$ cat config.mk
export PLATFORM = sky130hd
export DESIGN_NAME = clock_gate_ctrl_flat
export DESIGN_NICKNAME = d
export VERILOG_FILES = /design/src/rtl/clock_gate_ctrl_if.sv /design/src/rtl/clock_gate_ctrl.sv /design/src/flat_wrapper.sv
export SDC_FILE = /design/constraint.sdc
export NUM_CORES = 1
export LEC_CHECK = 0
export CAP_MARGIN = 20
export CORE_MARGIN = 4
export CORE_UTILIZATION = 60
export CTS_CLUSTER_DIAMETER = 200
export CTS_CLUSTER_SIZE = 40
export DETAILED_ROUTE_END_ITERATION = 8
export PLACE_DENSITY = 0.83
export SLEW_MARGIN = 10
export SYNTH_ARGS = -nofsm -noshare
export SYNTH_HDL_FRONTEND = slang
export SYNTH_SLANG_ARGS = --single-unit
$ cat constraint.sdc
create_clock -name clk -period 5.2 [get_ports clk]
set_clock_uncertainty 0.05 [all_clocks]
set_input_delay 1.04 -clock clk [delete_from_list [all_inputs] [get_ports clk]]
set_output_delay 1.04 -clock clk [all_outputs]
set_load 0.01 [all_outputs]
$ cat src/rtl/clock_gate_ctrl_if.sv
// clock_gate_ctrl_if: request/activity inputs and gated clock/status outputs of the clock gate controller
interface clock_gate_ctrl_if #(
    parameter int NCH    = 4,
    parameter int IDLE_W = 4
);
    logic [NCH-1:0]    req;
    logic [NCH-1:0]    busy;
    logic [IDLE_W-1:0] idle_thr;
    logic [NCH-1:0]    gclk;
    logic [NCH-1:0]    ack;
    logic [NCH-1:0]    on_sts;
    modport master (output req, busy, idle_thr, input gclk, ack, on_sts);
    modport slave  (input req, busy, idle_thr, output gclk, ack, on_sts);
endinterface

$ cat src/rtl/clock_gate_ctrl.sv
// clock_gate_ctrl: per-channel request/idle clock gating with glitch-free latch gates; CLOCK_GATE_CTRL_TEST_EN adds test_en to force all gates open
module clock_gate_ctrl #(
    parameter int NCH      = 4,
    parameter int IDLE_W   = 4,
    parameter int WAKE_CYC = 2
) (
    input logic clk,
    input logic rst,
`ifdef CLOCK_GATE_CTRL_TEST_EN
    input logic test_en,
`endif
    clock_gate_ctrl_if.slave bus
);
    typedef enum logic [1:0] {OFF, WAKE, ON, IDLE} st_t;
    logic [NCH-1:0] en;
    logic [NCH-1:0] ack;
    logic [NCH-1:0] gv;
    logic           te;
`ifdef CLOCK_GATE_CTRL_TEST_EN
    assign te = test_en;
`else
    assign te = 1'b0;
`endif
    for (genvar i = 0; i < NCH; i++) begin : g_ch
        st_t               st, nx;
        logic [3:0]        wc, wc_n;
        logic [IDLE_W-1:0] ic, ic_n;
        logic [IDLE_W:0]   ic_p1;
        logic              len;
        logic              quiet;
        assign quiet = !bus.req[i] && !bus.busy[i];
        assign ic_p1 = {1'b0, ic} + {{IDLE_W{1'b0}}, 1'b1};
        // next state: wake countdown, idle countdown against the live threshold, request always wins
        always_comb begin
            nx   = st;
            wc_n = wc;
            ic_n = ic;
            case (st)
                OFF: if (bus.req[i]) begin
                    nx   = WAKE;
                    wc_n = '0;
                end
                WAKE: if (wc == 4'(WAKE_CYC - 1)) nx = ON;
                      else wc_n = wc + 4'd1;
                ON: if (quiet) begin
                    nx   = (bus.idle_thr == '0) ? OFF : IDLE;
                    ic_n = '0;
                end
                IDLE: if (!quiet) begin
                    nx   = ON;
                    ic_n = '0;
                end else if (ic_p1 >= {1'b0, bus.idle_thr}) begin
                    nx   = OFF;
                    ic_n = '0;
                end else ic_n = ic_p1[IDLE_W-1:0];
            endcase
        end
        // channel state and counters
        always_ff @(posedge clk or posedge rst) begin
            if (rst) begin
                st <= OFF;
                wc <= '0;
                ic <= '0;
            end else begin
                st <= nx;
                wc <= wc_n;
                ic <= ic_n;
            end
        end
        assign en[i]  = st != OFF;
        assign ack[i] = (st == ON) || (st == IDLE);
        // enable latch, transparent only while clk is low so gclk never sees a partial high phase
        always_latch begin
            if (rst) len <= 1'b0;
            else if (!clk) len <= en[i] | te;
        end
        assign gv[i] = clk & len;
    end
    assign bus.gclk   = gv;
    assign bus.ack    = ack;
    assign bus.on_sts = en;
endmodule

$ cat src/flat_wrapper.sv
// flat-port wrapper written by rule: the top's interface ports become plain ports
module clock_gate_ctrl_flat 
#(
    parameter int NCH      = 4,
    parameter int IDLE_W   = 4,
    parameter int WAKE_CYC = 2
)
  (clk, rst, bus_req, bus_busy, bus_idle_thr, bus_gclk, bus_ack, bus_on_sts);
  clock_gate_ctrl_if #(.NCH(NCH), .IDLE_W(IDLE_W)) bus_i ();
  input logic clk;
  input logic rst;
  input wire logic [$bits(bus_i.req)-1:0] bus_req;
  input wire logic [$bits(bus_i.busy)-1:0] bus_busy;
  input wire logic [$bits(bus_i.idle_thr)-1:0] bus_idle_thr;
  output wire logic [$bits(bus_i.gclk)-1:0] bus_gclk;
  output wire logic [$bits(bus_i.ack)-1:0] bus_ack;
  output wire logic [$bits(bus_i.on_sts)-1:0] bus_on_sts;
  assign bus_i.req = bus_req;
  assign bus_i.busy = bus_busy;
  assign bus_i.idle_thr = bus_idle_thr;
  assign bus_gclk = bus_i.gclk;
  assign bus_ack = bus_i.ack;
  assign bus_on_sts = bus_i.on_sts;
  clock_gate_ctrl #(.NCH(NCH), .IDLE_W(IDLE_W), .WAKE_CYC(WAKE_CYC)) u_core (.clk(clk), .rst(rst), .bus(bus_i));
endmodule
Word level (Yosys, flattened, before mapping)
Index checks and enable logic that the tools add are counted.
{"block": "op_classes", "n_reduce_logical": 45, "n_mul": 0, "n_lt_le_gt_ge": 4, "shifts": 0, "n_div": 0, "n_addsub": 8, "n_bitwise": 4, "eq_ne": 36, "muxes": 63}
{"cell": "4-bit two-way mux", "n": 20}
{"cell": "4-bit case mux with 2 select lines", "n": 8}
{"cell": "2-bit two-way mux", "n": 21}
{"cell": "2-bit case mux with 4 select lines", "n": 4}
{"cell": "2-bit nonzero test", "n": 12}
{"cell": "4-bit by 1-bit adder with 5-bit output, second input constant", "n": 4}
{"cell": "5-bit by 4-bit greater-or-equal comparator with 1-bit output", "n": 4}
{"cell": "4-bit by 1-bit adder with 4-bit output, second input constant", "n": 4}
{"cell": "2-bit equality test, second input constant", "n": 8}
{"cell": "4-bit by 1-bit equality test with 1-bit output, second input constant", "n": 4}
{"cell": "2-bit by 1-bit != test with 1-bit output, second input constant", "n": 8}
{"cell": "2-bit != test, second input constant", "n": 8}
{"cell": "4-bit AND reduction", "n": 4}
{"cell": "3-bit != test, second input constant", "n": 4}
{"cell": "3-bit AND reduction", "n": 4}
{"cell": "1-bit two-way mux", "n": 10}
{"cell": "2-bit by 1-bit equality test with 1-bit output, second input constant", "n": 4}
{"cell": "1-bit zero test", "n": 8}
{"cell": "2-bit zero test", "n": 4}
{"cell": "2-bit AND reduction", "n": 4}
{"cell": "1-bit AND", "n": 4}
{"cell": "1-bit logical AND", "n": 4}
{"cell": "4-bit zero test", "n": 1}
{"cell": "1-bit logical OR", "n": 4}
{"block": "word_totals", "ff_bits": 40, "rom_bits": 0, "ramBits": 0, "elab_cells": 176, "in_bits": 14, "latchBits": 4, "n_memories": 0, "output_inout_bits": 12}

Longest topological paths before layout
{"block": "depth", "ltp_word": 5, "ltp_mapped": 8}

==> impl_metrics.csv <==
group,metric,value,unit
outcome,status,"complete, no violations",
timing,rsz0062_at_grt,"false",
layout,n_antenna_cell,0,
layout,fillCellCount,290,
synth,synth.ff_latch_count,44,
worst_setup_path,timing.critical_path.to,"bus_gclk[0]",
timing,totalNegativeSetupSlack,0,ns
pwr,total_power,1.81,mW
worst_setup_path,timing.critical_path.from,"clk",
route,drt_pass1_iterations,5,
worst_setup_path,required,4.11,ns
global_routing,grt_max_degree,27,
job,drv.max_cap_violation_count,0,
pwr,ir_drop_worst_vdd,0.352,mV
pwr,power.density,537,nW/µm²
global_routing,grt_antenna_before_repair,0,
timing,max-slew-margin-rel,61.9,%
layout,layout_utilization,77.1,%
worst_setup_path,critical_path_arrival,3.88,ns
layout,areaGrowthSynthToFinish,23.7,%
global_routing,grt_pass1_wl,10400,µm
place,dpl_worst_slack,0.523,ns
worst_setup_path,r2r-end,"u_core.g_ch[2].len",
place,buffer_ports.inserted,25,
route,routed_wirelength,6330,µm
global_routing,grt_overflow,0,
floorplanning,fp-row-count,24,
route,average_wire_length_per_cell_after_detail_routing,15.7,µm
route,postRouteAntennaNets,0,
clock_tree,clock_tree_from_tritoncts,"done",
route,detail_route.drc_violations,0,
global_routing,vias_in_the_first_global_route,2422,
place,post-dp-hpwl,4160,µm
layout,layout.nets,392,
worst_setup_path,worstSetupEndpointType,"primary output",
floorplanning,die-height,75.5,µm
worst_setup_path,cell_depth_of_the_worst_flop_to_flop_path,2,
worst_setup_path,worst-path-max-fanout,2,
synth,synthCells,305,
synth,ys_warn_count,0,
worst_setup_path,critPathKind,"clock port to primary output",
timing,worst_margin_slew,0.565,ns
route,dr_vias,2450,
place,gp_congestion,0.795,
worst_setup_path,start_kind,"clock port",
synth,distinct_cells_synth,37,
floorplanning,placeableCoreArea,4380,µm²
floorplanning,initial_core_utilization,62.3,%
min_path,min_path_type,"input pin to clock gate",
synth,post_synth_net_total,347,
synth,area_of_the_mapped_netlist,2730,µm²
global_routing,track_usage,26.0,%
synth,synthArstFlopShare,90.9,%
timing,setup_slack,0.231,ns
synth,synth-edff-count,0,
timing,final-hold-violation-count,0,
floorplanning,dieArea,5690,µm²
timing,maxSlewViolCount,0,
worst_setup_path,worst-r2r-setup-slack,1.59,ns
floorplanning,die_w,75.5,µm
clock_tree,latest_clock_arrival_within_the_worst_skew_pair,0.51,ns
floorplanning,top_level_ports,26,
layout,drive_gt1_share,12.5,%
worst_setup_path,reg2reg_from,"u_core.g_ch[2].st[0]",
route,vias_per_cell,6.08,
synth,postSynth.topFlopCell,"dfrtp_1",
synth,avgSynthCellArea,8.95,µm²
timing,setup_violations,0,
route,drt-initial-drc-count,196,
min_path,holdPathStages,5,
pwr,static-leakage-power,1.61,nW
-- power breakdown --
part	internal (mW)	switching [mW]
Clock	0.390	0.216
Combinational	0.293	0.308
Sequential	0.436	0.170
Total	1.12	0.694
-- worst max-delay path: stages --
cell and delay [ns]:
clkbuf_8 0.12, clkbuf_8 0.13, clkbuf_8 0.12, clkbuf_8 0.12, clkbuf_8 0.12, clkbuf_8 0.12
clkbuf_8 0.13, and2_1 0.13, dlygate4sd2_1 0.28
-- worst min-delay path by stage --
stage,startpoint,end,slack (ns)
global route,rst,clock gate,0.41
finish,rst,clock gate,0.30
global placement,rst,clock gate,-0.58
CTS,rst,clock gate,0.30
floorplan,rst,clock gate,-1.11
detailed placement,rst,clock gate,-0.54
-- layout by cell type (no fill, tap or decap), drive strengths merged, types with 3 or more instances in the layout --
cell and instances:
a211oi 3, a21o 5, a21oi 15, a22o 11, a32o 4, and2 6, buf 3, clkbuf 24
clkdlybuf4s50 21, dfrtp 40, dlxtp 4, dlygate4sd2 4, ha 28, inv 18, nand2 38, nand2b 10
nand3 12, nor2 17, nor2b 5, nor3 6, nor3b 6, o21ai 35, or2 8, xnor2 4
-- synthesized netlist by cell type, types with 3 or more instances --
cell       n  area, µm²
dfrtp_1   40       1000
clkbuf_1   9       33.8
o21ai_0   33        165
a22o_1    11       96.3
nor2_1    17       63.8
a21oi_1   15       75.1
xnor2_1    4       35.0
and2_1     6       37.5
or2_2      8       50.1
a32o_1     4       40.0
nor2b_1    5       31.3
dlxtp_1    4       60.1
a211oi_1   3       22.5
ha_1      28        350
inv_1     18       67.6
nand3_1   12       60.1
nor3b_1    6       45.0
nor3_1     6       30.0
nand2_1   36        135
nand2b_1   9       56.3
a21o_1     5       37.5
-- registers in the layout, indices dropped and copies added, names as in the netlist --
name             flops
u_core.g_ch.ic      16
u_core.g_ch.st       8
u_core.g_ch.len      4
u_core.g_ch.wc      16
-- kinds of logic after synthesis --
kind of cell	after synthesis	synth area share, %
compound gates	89	22.3
latches	4	2.20
buf+inv	28	3.90
fa+ha+maj	28	12.8
simple gates	112	20.8
xor+xnor	4	1.28
flops	40	36.7
-- stage by stage --
| stage | std cells | hold slack (ns) | area (µm²) |
|---|---|---|---|
| after global routing | 403 | 0.413 | 3380 |
| after global placement | 375 | -0.575 | 3030 |
| after floorplan | 305 | -1.11 | 2730 |
| after detailed placement | 375 | -0.544 | 3030 |
| final | 403 | 0.301 | 3380 |
| after CTS | 403 | 0.305 | 3380 |
-- layer usage --
layer | global-route usage, % | routed length, µm
met2 | 36.7 | 2990
met5 | 0 | 0
met4 | 20.8 | 233
met3 | 12.4 | 446
met1 | 29.8 | 2660
-- cell type report --
class                   instances  area (µm²)  area share [%]
well taps                      52        65.1            1.93
flip-flops and latches         44        1060            31.4
repair buffers                 26         253            7.48
clock inverters                 2        12.5           0.370
multi-input cells             233        1560            46.3
inverters                      18        67.6            2.00
clock buffers                  28         357            10.6
-- timing repair --
item	in CTS	in global routing
setup endpoints to repair	8	0
hold buffers	2	0
buffers inserted	0	0
resized for setup	4	0
endpoints found under the hold margin	1	0
Power figures use the tool's default switching activity.
